--- src/rtl/rotation_scheduler.sv ---
`default_nettype none
// ============================================================================
// rotation_scheduler: queues corner descriptors and runs one rotation per
// corner, holding each coordinate-tagged result until downstream takes it.
// Revision: 1.0
// ============================================================================
module rotation_scheduler #(
   parameter int BW_TRIGONOMETRY = 11,
   parameter int BW_COORD        = 10,
   parameter int DEPTH_LOG2      = 2,
   parameter int TIMEOUT         = 15
) (
   input  logic                              clk,
   input  logic                              rst,
   input  logic                              ena_clk,
   input  logic                              in_valid,
   output logic                              in_ready,
   input  logic signed [BW_TRIGONOMETRY-1:0] in_sin,
   input  logic signed [BW_TRIGONOMETRY-1:0] in_cos,
   input  logic        [BW_COORD-1:0]        in_x,
   input  logic        [BW_COORD-1:0]        in_y,
   output logic                              rot_ena,
   output logic signed [BW_TRIGONOMETRY-1:0] rot_sin,
   output logic signed [BW_TRIGONOMETRY-1:0] rot_cos,
   input  logic                              rot_valid,
   output logic                              out_valid,
   input  logic                              out_ready,
   output logic        [BW_COORD-1:0]        out_x,
   output logic        [BW_COORD-1:0]        out_y,
   output logic                              busy,
   output logic        [1:0]                 err
);

   localparam int c_DEPTH   = 1 << DEPTH_LOG2;
   localparam int c_ENTRY_W = 2 * BW_COORD + 2 * BW_TRIGONOMETRY;
   localparam int c_WAIT_W  = $clog2(TIMEOUT + 1);

   localparam logic [DEPTH_LOG2:0]   c_FULL      = (DEPTH_LOG2 + 1)'(c_DEPTH);
   localparam logic [DEPTH_LOG2:0]   c_CNT_ONE   = (DEPTH_LOG2 + 1)'(1);
   localparam logic [DEPTH_LOG2-1:0] c_PTR_ONE   = DEPTH_LOG2'(1);
   localparam logic [c_WAIT_W-1:0]   c_WAIT_ONE  = c_WAIT_W'(1);
   localparam logic [c_WAIT_W-1:0]   c_WAIT_LAST = c_WAIT_W'(TIMEOUT - 1);

   localparam logic [1:0] c_IDLE  = 2'd0;
   localparam logic [1:0] c_ISSUE = 2'd1;
   localparam logic [1:0] c_WAIT  = 2'd2;
   localparam logic [1:0] c_HOLD  = 2'd3;

   logic [1:0]                 state_q, state_d;
   logic [c_ENTRY_W-1:0]       mem_q [c_DEPTH];
   logic [DEPTH_LOG2-1:0]      wptr_q, rptr_q;
   logic [DEPTH_LOG2:0]        count_q;
   logic [c_WAIT_W-1:0]        wait_cnt_q;
   logic [BW_TRIGONOMETRY-1:0] rot_sin_q, rot_cos_q;
   logic [BW_COORD-1:0]        out_x_q, out_y_q;
   logic [1:0]                 err_q;

   logic w_full, w_empty, w_push, w_pop, w_timeout;

   assign w_full    = (count_q == c_FULL);
   assign w_empty   = (count_q == '0);
   assign w_push    = in_valid && !w_full;
   assign w_pop     = (state_q == c_IDLE) && !w_empty;
   assign w_timeout = (wait_cnt_q == c_WAIT_LAST);

   always_ff @(posedge clk) begin
      if (rst) begin
         state_q <= c_IDLE;
      end else if (ena_clk) begin
         state_q <= state_d;
      end
   end

   always_comb begin
      state_d = state_q;
      case (state_q)
         c_IDLE:  if (!w_empty) state_d = c_ISSUE;
         c_ISSUE: state_d = c_WAIT;
         c_WAIT: begin
            // a late result on the timeout cycle still wins
            if (rot_valid)      state_d = c_HOLD;
            else if (w_timeout) state_d = c_IDLE;
         end
         c_HOLD:  if (out_ready) state_d = c_IDLE;
         default: state_d = c_IDLE;
      endcase
   end

   always_comb begin
      rot_ena   = (state_q == c_ISSUE);
      out_valid = (state_q == c_HOLD);
      busy      = (state_q != c_IDLE) || !w_empty;
      in_ready  = !w_full;
   end

   always_ff @(posedge clk) begin
      if (ena_clk && w_push) begin
         mem_q[wptr_q] <= {in_x, in_y, in_sin, in_cos};
      end
   end

   always_ff @(posedge clk) begin
      if (rst) begin
         wptr_q     <= '0;
         rptr_q     <= '0;
         count_q    <= '0;
         wait_cnt_q <= '0;
         rot_sin_q  <= '0;
         rot_cos_q  <= '0;
         out_x_q    <= '0;
         out_y_q    <= '0;
         err_q      <= '0;
      end else if (ena_clk) begin
         if (w_push) wptr_q <= wptr_q + c_PTR_ONE;
         if (w_pop) begin
            rptr_q <= rptr_q + c_PTR_ONE;
            {out_x_q, out_y_q, rot_sin_q, rot_cos_q} <= mem_q[rptr_q];
         end
         case ({w_push, w_pop})
            2'b10:   count_q <= count_q + c_CNT_ONE;
            2'b01:   count_q <= count_q - c_CNT_ONE;
            default: count_q <= count_q;
         endcase
         if (state_q == c_ISSUE)     wait_cnt_q <= '0;
         else if (state_q == c_WAIT) wait_cnt_q <= wait_cnt_q + c_WAIT_ONE;
         if (state_q == c_WAIT && !rot_valid && w_timeout) err_q[0] <= 1'b1;
         if (state_q != c_WAIT && rot_valid)               err_q[1] <= 1'b1;
      end
   end

   assign rot_sin = rot_sin_q;
   assign rot_cos = rot_cos_q;
   assign out_x   = out_x_q;
   assign out_y   = out_y_q;
   assign err     = err_q;

endmodule
`default_nettype wire

--- config.mk ---
export PLATFORM = sky130hd
export DESIGN_NAME = rotation_scheduler
export DESIGN_NICKNAME = d
export VERILOG_FILES = /design/src/rtl/rotation_scheduler.sv
export SDC_FILE = /design/constraint.sdc
export NUM_CORES = 1
export LEC_CHECK = 0
export CORE_MARGIN = 10
export CORE_UTILIZATION = 58
export CTS_BUF_LIST = sky130_fd_sc_hd__clkbuf_2 sky130_fd_sc_hd__clkbuf_4 sky130_fd_sc_hd__clkbuf_8
export DETAILED_ROUTE_END_ITERATION = 8
export PLACE_DENSITY = 0.86
export SLEW_MARGIN = 25
export SYNTH_ARGS = -nofsm -noshare
export SYNTH_HDL_FRONTEND = slang
export SYNTH_SLANG_ARGS = --single-unit
--- constraint.sdc ---
create_clock -name clk -period 2.99 [get_ports clk]
set_input_delay 0.4485 -clock clk [delete_from_list [all_inputs] [get_ports clk]]
set_output_delay 0.4485 -clock clk [all_outputs]
set_load 0.03 [all_outputs]
==> results of run 1 <==
## sequential cells by signal, summed over array words and instances (netlist names)
signal	flops
wait_cnt_q	4
rot_cos	11
rptr_q	2
state_q	2
wptr_q	2
count_q	3
err	2
out_x	10
out_y	10
rot_sin	11
mem_q	168
## worst min-delay path by stage
stage                  start             to  slack, ps  cells after the start
2_1_floorplan  wait_cnt_q[3]  wait_cnt_q[3]        460                      2
3_3_place_gp      rot_cos[3]     rot_cos[3]        440                      2
3_5_place_dp        out_x[8]       out_x[8]        450                      2
4_1_cts             out_x[8]       out_x[8]        450                      2
5_1_grt             out_x[8]       out_x[8]        470                      2
6_report            out_x[8]       out_x[8]        450                      2
## layer usage
| layer | share of wire (%) | global-route usage, % | wire, um | vias to the layer above |
|---|---|---|---|---|
| li1 | - | - | - | 2131 |
| met1 | 41 | 20.3 | 6910 | 2333 |
| met2 | 49 | 27.9 | 8260 | 189 |
| met3 | 7.8 | 5.34 | 1310 | 33 |
| met4 | 1.9 | 5.82 | 316 | 0 |
| met5 | 0 | 0 | 0 | - |
## power groups by stage
stage	Clock, mW	Combinational [mW]	Sequential (mW)
5_1_grt	2.81	2.36	4.05
3_5_place_dp	0	2.20	4.06
2_1_floorplan	0	1.35	4.14
4_1_cts	2.67	2.21	4.00
6_report	2.63	2.19	3.98
3_3_place_gp	0	2.14	4.04
## Yosys cell counts
library cell and count:
xnor2_1 4, o21ai_0 2, edfxtp_1 168, o311ai_1 1, buf_4 6, buf_6 1
a31oi_1 2, o21a_1 1, o31a_1 1, a21oi_1 47, mux2i_1 1, nor2_1 15
a41oi_1 1, and2_1 5, xor2_1 2, nand2_1 89, or4b_1 1, or3b_4 1
a211oi_1 2, buf_1 1, and3_4 1, o311a_1 1, buf_2 9, clkbuf_1 10
mux4_2 42, a32o_1 1, ha_1 12, nand2b_1 1, fa_1 1, dfxtp_1 57
inv_1 11, nor3_1 4, a211o_1 1, and3_1 1, nand4_1 1, nor2b_1 1
## layout make-up
cell class,count,share of cell area (%)
Multi-Input combinational cell,242,19.7
Inverter,11,0.401
Clock inverter,2,0.0852
Sequential cell,225,60.2
Clock buffer,62,7.08
Timing Repair Buffer,103,10.4
Tap cell,180,2.19
## per-stage QoR
stage	hold WS, ps	instance area (sq um)	setup slack, ps	cells
3_5_place_dp	446	9550	763	761
6_report	453	10300	401	825
4_1_cts	453	10300	370	825
5_1_grt	471	10300	299	825
2_1_floorplan	459	8380	638	505
3_3_place_gp	444	9550	779	761
## critical path, delay by kind of cell, from the launching register on
kind	cells	cell delay, ps
DFF	1	380
and+or+nand+nor	1	180
buffers and inverters	3	850
adders and majority gates	1	240
## cell families (layout without fill, tap and decap cells)
logic type | Yosys count | in the layout | share of synthesized area (%)
flops | 225 | 225 | 73.8
xor+xnor | 6 | 6 | 0.627
mux | 43 | 43 | 11.4
compound gates | 60 | 60 | 4.00
simple gates | 120 | 120 | 5.96
buf+inv | 38 | 178 | 2.19
fa+ha+maj | 13 | 13 | 2.03
==> flow_summary.json, run 1 <==
{
  "grt_start_max_net_pins": 46,
  "intPower_mw": 6.20,
  "wl_per_cell_um": 20.3,
  "die_w_um": 140,
  "seq_area_sq_mm": 0.00619,
  "multi_input_area_sq_mm": 0.00202,
  "vias_per_cell": 5.68,
  "p_sw_share_pct": 29.5,
  "final_antenna_net_count": 0,
  "period_needed_ps": 2590,
  "rr_endpoint": "count_q[2]",
  "areaGrowthSynthToFinish_pct": 22.7,
  "ys_types": 36,
  "relSlewSlack_pct": 38.6,
  "layout-drive-gt1-share_pct": 19.2,
  "cp_slowest_cell": "clkdlybuf4s50_1",
  "critPathLaunchType": "register",
  "timing.rr.start": "state_q[1]",
  "yosys_warnings": 0,
  "crit_path_end": "busy",
  "synth.ff_latch_count": 225,
  "cts_root_buffer": "clkbuf_8",
  "postSynthCellCount": 505,
  "cts_tree": "yes",
  "grt_pass1_vias": 5123,
  "synth_area_leaders": "edfxtp_1, dfxtp_1, mux4_2",
  "maxCapViolations": 0,
  "cp_common_cell": "inv_1",
  "crit_arrival_ps": 2140,
  "htree_levels": 2,
  "grt_pass1_wl_um": 26600,
  "fmax_ghz": 0.386,
  "min_period_over_period_pct": 86.6,
  "remaining_drc_errors": 0,
  "cts.sinks": 225,
  "p_seq_share_pct": 45.3,
  "final_cell_mix": "edfxtp_1, clkdlybuf4s50_1, nand2_1",
  "syn_nets": 566,
  "combinationalPowerShare_pct": 24.9,
  "hold_viol": 0,
  "start_util_pct": 59.7,
  "clock_path_buffers": 3,
  "gp_congestion": 0.767,
  "crit_required_ps": 2540,
  "rrSetupSlack_ps": 920,
  "vias": 4686,
  "cts.clk_slew.worst_paths_ps": 60,
  "die-area_sq_mm": 0.0197,
  "synth-seq-area-share_pct": 73.8,
  "core-area_sq_mm": 0.0140,
  "finalSetupViolCount": 0,
  "rsz0062_at_grt": "no",
  "cts_buffers": 37,
  "outcome": "completed",
  "final_common_cell": "edfxtp_1",
  "path_cells": "inv_1, ha_1, and2_1, inv_1, clkdlybuf4s50_1",
  "worstPathMaxFanout": 4,
  "dp_hpwl_um": 10300,
  "drt_pass1_iterations": 4,
  "port_buffers": 95,
  "diodes": 0,
  "power_frac_clock_pct": 29.8,
  "hp-class": "reg -> reg",
  "peakVddDrop_mv": 0.560,
  "endpoint_kind": "output pin",
  "io_pins": 96,
  "worstRegToRegCells": 10,
  "total_leakage_power_nw": 3.38,
  "cts_hold_buf": 0,
  "gr-usage-all-layers_pct": 16.8,
  "final_core_util_pct": 73.2,
  "syn_area_sq_mm": 0.00838,
  "synth_top_area_cell": "edfxtp_1",
  "fin_skew_ps": 14.0,
  "max_stage_delay_ps": 670,
  "clkLatencyLatePin_ps": 500,
  "grt_overflow": 0,
  "cts_resized": 0,
  "p_total_mw": 8.80,
  "nets": 681,
  "report.final.slew_viol_count": 0,
  "antenna_found_initial": 0,
  "fp.dieH_um": 140,
  "fillCellCount": 809,
  "synth_top_area_share_pct": 60.2,
  "tns_ps": 0,
  "cts_setup_buffers": 0,
  "wl_um": 16800,
  "rows": 43,
  "drt_iter0_drc": 345,
  "critPathKind": "reg -> out",
  "avgSynthCellArea_sq_um": 16.6,
  "p_per_area_mw_per_mm2": 855,
  "worstSetupStartpoint": "state_q[0]",
  "worst_slew_pin_slew_ps": 917,
  "netSwitchingPower_mw": 2.59
}
Note: power is estimated with default switching activity, not from simulation.
==> run 2: changes to the inputs <==
--- a/constraint.sdc
+++ b/constraint.sdc
@@ -3,2 +3,2 @@
 set_output_delay 0.4485 -clock clk [all_outputs]
-set_load 0.03 [all_outputs]
+set_load 0.1 [all_outputs]
==> run 2 against run 1 <==
Non-clock buffer count grew 2. Final area decreased by 0.68%. Largest power group unchanged. Fmax up 16%. First-iteration DRC count increased by 15%. Register-to-register slack got worse by 60 ps. Clock-buffer cell count fell by 5. Sequential power fell by 2%. Combinational power is 44% higher. Clock power rose by 4%. Global-route usage is 0.090 points lower. Worst hold slack improved by 1.1 ps. Routed wire length decreased by 2.5%.
==> flow_summary.json, run 2 (synthesis results as in run 1) <==
{
  "finalSetupViolCount": 0,
  "vias": 4666,
  "remaining_drc_errors": 0,
  "hold_depth": 2,
  "wl_per_cell_um": 19.7,
  "regMostFlops": "mem_q",
  "rsz0062_at_grt": "no",
  "gr-usage-all-layers_pct": 16.7,
  "crit_arrival_ps": 1780,
  "hold_ws_ps": 454,
  "rows": 43,
  "worstSetupStartpoint": "state_q[0]",
  "relSlewSlack_pct": 39.6,
  "grt_pass1_wl_um": 26400,
  "hold_viol": 0,
  "gp_congestion": 0.830,
  "timing.rr.start": "count_q[2]",
  "grt_start_max_net_pins": 46,
  "cts.clk_slew.worst_paths_ps": 60,
  "antenna_found_initial": 0,
  "final_core_util_pct": 72.7,
  "worstRegToRegCells": 9,
  "nets": 682,
  "grt_overflow": 0,
  "outcome": "completed",
  "report.final.slew_viol_count": 0,
  "grt_pass1_vias": 5025,
  "largest_reg_flops": 168,
  "endpoint_kind": "output pin",
  "final_common_cell": "edfxtp_1",
  "dpl-instance-area_sq_mm": 0.00944,
  "cts_buffers": 36,
  "p_per_area_mw_per_mm2": 960,
  "clock_path_buffers": 3,
  "peakVddDrop_mv": 0.655,
  "cts_hold_buf": 0,
  "cts_setup_buffers": 0,
  "stdcell_count": 829,
  "min_period_over_period_pct": 74.4,
  "total_leakage_power_nw": 3.49,
  "hp-class": "reg -> reg",
  "final_cell_mix": "edfxtp_1, nand2_1, dfxtp_1",
  "die-area_sq_mm": 0.0197,
  "cts_root_buffer": "clkbuf_8",
  "cts.sinks": 225,
  "rrSetupSlack_ps": 860,
  "rr_endpoint": "count_q[2]",
  "diodes": 0,
  "cts_tree": "yes",
  "drt_pass1_iterations": 6,
  "cts_resized": 0,
  "worstPathMaxFanout": 4,
  "start_util_pct": 59.7,
  "critPathLaunchType": "register",
  "vias_per_cell": 5.63,
  "die_w_um": 140,
  "fin_skew_ps": 36.1,
  "core-area_sq_mm": 0.0140,
  "placed_cells": 763,
  "wl_um": 16400,
  "maxCapViolations": 0,
  "htree_levels": 2,
  "worstHoldEndpoint": "out_y[7]",
  "hp-start": "out_y[7]",
  "tns_ps": 0,
  "dp_hpwl_um": 10100,
  "clkLatencyLatePin_ps": 550,
  "fmax_ghz": 0.449,
  "worst_slew_pin_slew_ps": 903,
  "areaGrowthSynthToFinish_pct": 21.9,
  "final_antenna_net_count": 0,
  "drt_iter0_drc": 396,
  "crit_required_ps": 2540,
  "critPathKind": "reg -> out",
  "port_buffers": 95,
  "period_needed_ps": 2230,
  "fp.dieH_um": 140,
  "io_pins": 96,
  "design_area_sq_mm": 0.0102,
  "layout-drive-gt1-share_pct": 27.1
}
run 2: cell count changes in the layout (fill, tap and decap cells not counted), moves of 3 or more:
cell	before	now
clkbuf_4	20	15
clkdlybuf4s50_1	94	46
clkinv_2	1	4
buf_4	3	53
run 2: stage by stage:
step / total power [mW] / setup WS [ps]
2_1_floorplan: 6.44 / 440
3_3_place_gp: 7.09 / 805
3_5_place_dp: 7.16 / 717
4_1_cts: 9.91 / 738
5_1_grt: 10.2 / 650
6_report: 9.81 / 764
run 2: how the worst max path moves through the flow:
stage / end / slack [ps]
2_1_floorplan: mem_q[1][0] / 440
3_3_place_gp: out_y[2] / 800
3_5_place_dp: rot_sin[3] / 720
4_1_cts: busy / 740
5_1_grt: busy / 650
6_report: busy / 760
run 2: cell type report:
class                           count  area, sq um
Multi-Input combinational cell    242         2020
Tap cell                          180          225
Inverter                           11         41.3
Fill cell                         854         3830
Clock buffer                       57          691
Timing Repair Buffer              105          963
Sequential cell                   225         6190
Clock inverter                      9         81.3
run 2: per-layer routing:
layer / track usage (%) / vias to the layer above / wire length [um]
met5: 0 / - / 0
met1: 20.8 / 2311 / 6680
met2: 27.1 / 189 / 8080
met4: 6.85 / 0 / 406
met3: 4.56 / 33 / 1200
li1: - / 2133 / -
run 2: report_power, final:
group          switching [mW]  total (mW)  internal [mW]  leakage [nW]
Clock                    1.16        2.73           1.57         0.413
Sequential              0.253        3.91           3.66          1.99
Combinational            2.19        3.16          0.975          1.09
Total                    3.61        9.81           6.20          3.49
run 2: worst max-delay path, cell delays in order (launching register included):
cell and delay (ps):
dfxtp_1 380, inv_1 110, ha_1 240, and2_1 180, inv_1 60, buf_4 280
==> run 3: changes to the inputs <==
Settings changed: CORE_UTILIZATION 58 to 52, PLACE_DENSITY 0.86 to 0.82.
Clock period 2.99 ns to 1.9 ns, I/O delays scaled along.
==> run 3 against run 2 <==
Critical path depth grew 4. Clock-buffer cell count is the same. Sequential power grew 54%. Clock power grew 52%. Utilization shrank 6.1 points. Cell count grew 7.1%. Highest routed layer unchanged. The run now ends with setup timing left. First-iteration DRC count shrank 18%. Register-to-register slack lost 860 ps. Total power grew 63%.
==> flow_summary.json, run 3 (synthesis results as in run 1) <==
{
  "outcome": "complete, but fails checks",
  "violations": "setup timing",
  "peakVddDrop_mv": 1.25,
  "final_cell_mix": "edfxtp_1, nand2_1, buf_4",
  "drt_pass1_iterations": 4,
  "rsz0062_at_grt": "yes",
  "fp.dieH_um": 147,
  "remaining_drc_errors": 0,
  "io_pins": 96,
  "fin_skew_ps": 23.9,
  "hold_viol": 0,
  "critPathLaunchType": "register",
  "crit_required_ps": 2290,
  "clock_path_buffers": 3,
  "min_period_over_period_pct": 100,
  "start_util_pct": 53.0,
  "cts_tree": "yes",
  "grt_pass1_wl_um": 27400,
  "dp_hpwl_um": 11000,
  "total_leakage_power_nw": 3.63,
  "vias_per_cell": 5.34,
  "cts.clk_slew.worst_paths_ps": 60,
  "p_per_area_mw_per_mm2": 1510,
  "wl_um": 17200,
  "cts_hold_buf": 0,
  "htree_levels": 2,
  "relSlewSlack_pct": 65.3,
  "tns_ps": -1.97,
  "wl_per_cell_um": 19.4,
  "fillCellCount": 1051,
  "die_w_um": 147,
  "largest_reg_flops": 168,
  "cp_top_family": "simple AND/OR/NAND/NOR gates",
  "stdcell_count": 888,
  "worstSetupStartpoint": "count_q[1]",
  "gp_congestion": 0.777,
  "placed_cells": 817,
  "clkLatencyLatePin_ps": 530,
  "cts.sinks": 225,
  "grt_pass1_vias": 5058,
  "grt_overflow": 0,
  "regMostFlops": "mem_q",
  "timing.rr.start": "count_q[1]",
  "worstPathMaxFanout": 2,
  "design_area_sq_mm": 0.0106,
  "hp-start": "rst",
  "seq_area_sq_mm": 0.00620,
  "cts_buffers": 36,
  "finalSetupViolCount": 1,
  "fmax_ghz": 0.526,
  "cts_root_buffer": "clkbuf_8",
  "multi_input_area_sq_mm": 0.00206,
  "die-area_sq_mm": 0.0216,
  "path_cells": "or3b_4, nand2_1, ha_2, inv_2, fa_2, xnor2_1, nand2_1, xor2_1, nor2_1",
  "port_buffers": 95,
  "vias": 4746,
  "maxCapViolations": 0,
  "final_common_cell": "edfxtp_1",
  "layout_setup_ws_ps": -1.97,
  "period_needed_ps": 1900,
  "endpoint_kind": "register",
  "gr-usage-all-layers_pct": 16.0,
  "report.final.slew_viol_count": 0,
  "drt_iter0_drc": 325,
  "cp_common_cell": "nand2_1",
  "hp-class": "in -> reg",
  "core-area_sq_mm": 0.0158,
  "crit_arrival_ps": 2290,
  "areaGrowthSynthToFinish_pct": 25.9,
  "final_antenna_net_count": 0,
  "rows": 46,
  "max_stage_delay_ps": 390,
  "critPathKind": "reg -> reg",
  "cp_slowest_cell": "or3b_4",
  "worst_slew_pin_slew_ps": 520,
  "antenna_found_initial": 1,
  "pre_cts_ws_ps": -54.0,
  "cp_num_buf_inv": 1,
  "layout-drive-gt1-share_pct": 31.1,
  "grt_start_max_net_pins": 43,
  "nets": 704,
  "dpl-instance-area_sq_mm": 0.00974
}
==> run 3: cell count changes in the layout (fill, tap and decap cells not counted), sizes merged <==
| cell | previous run | this run |
|---|---|---|
| diode | 0 | 1 |
| buf | 59 | 81 |
==> run 3: path summary, 6_finish.rpt <==
| kind | slack [ps] | endpoint | depth (start not counted) |
|---|---|---|---|
| max | -2 | count_q[2] | 9 |
| min | 220 | count_q[2] | 2 |
| max reg2reg | -2 | count_q[2] | 9 |
| min reg2reg | 450 | rot_sin[8] | 2 |
==> run 3: layer usage <==
metal | track usage (%) | routed length [um] | up-vias | share of wire (%)
li1 | - | - | 2183 | -
met1 | 19.1 | 6970 | 2370 | 41
met2 | 27.2 | 8780 | 164 | 51
met3 | 4.24 | 1100 | 29 | 6.4
met4 | 6.19 | 351 | 0 | 2.0
met5 | 0 | 0 | - | 0
==> run 3: through the flow <==
stage / power (mW) / util, % / hold slack (ps)
2_1_floorplan: 10.1 / - / 384
3_3_place_gp: 11.6 / 61.6 / 443
3_5_place_dp: 11.7 / 61.6 / 447
4_1_cts: 16.0 / 66.4 / 191
5_1_grt: 16.7 / 66.7 / 212
6_report: 15.9 / 66.7 / 224
==> run 3: area by class of cell <==
| type | instances | share of cell area [%] |
|---|---|---|
| Multi-Input combinational cell | 242 | 19.5 |
| Timing Repair Buffer | 127 | 11.8 |
| Clock inverter | 9 | 0.735 |
| Sequential cell | 225 | 58.7 |
| Clock buffer | 57 | 6.31 |
| Antenna cell | 1 | 0.0237 |
| Tap cell | 216 | 2.56 |
| Inverter | 11 | 0.415 |
==> run 3: worst register-to-register path, cell delays in order, from the launching register on <==
cell and delay, ps:
dfxtp_2 320, or3b_4 390, nand2_1 80, ha_2 200
inv_2 40, fa_2 330, xnor2_1 140, nand2_1 80
xor2_1 150, nor2_1 50
==> run 3: what timing repair did <==
action / 4_1_cts / 5_1_grt
gates cloned: 0 / 0
setup buffers: 1 / 3
pin swaps: 2 / 3
gates resized for setup: 6 / 6
endpoints found under the setup margin: 3 / 5
==> run 3: power breakdown <==
part	total, mW	leakage [nW]	internal (mW)	switching (mW)
clock	4.15	0.396	2.38	1.77
combinational	5.78	1.24	2.03	3.75
sequential	6.02	1.99	5.76	0.259
total	15.9	3.63	10.2	5.78
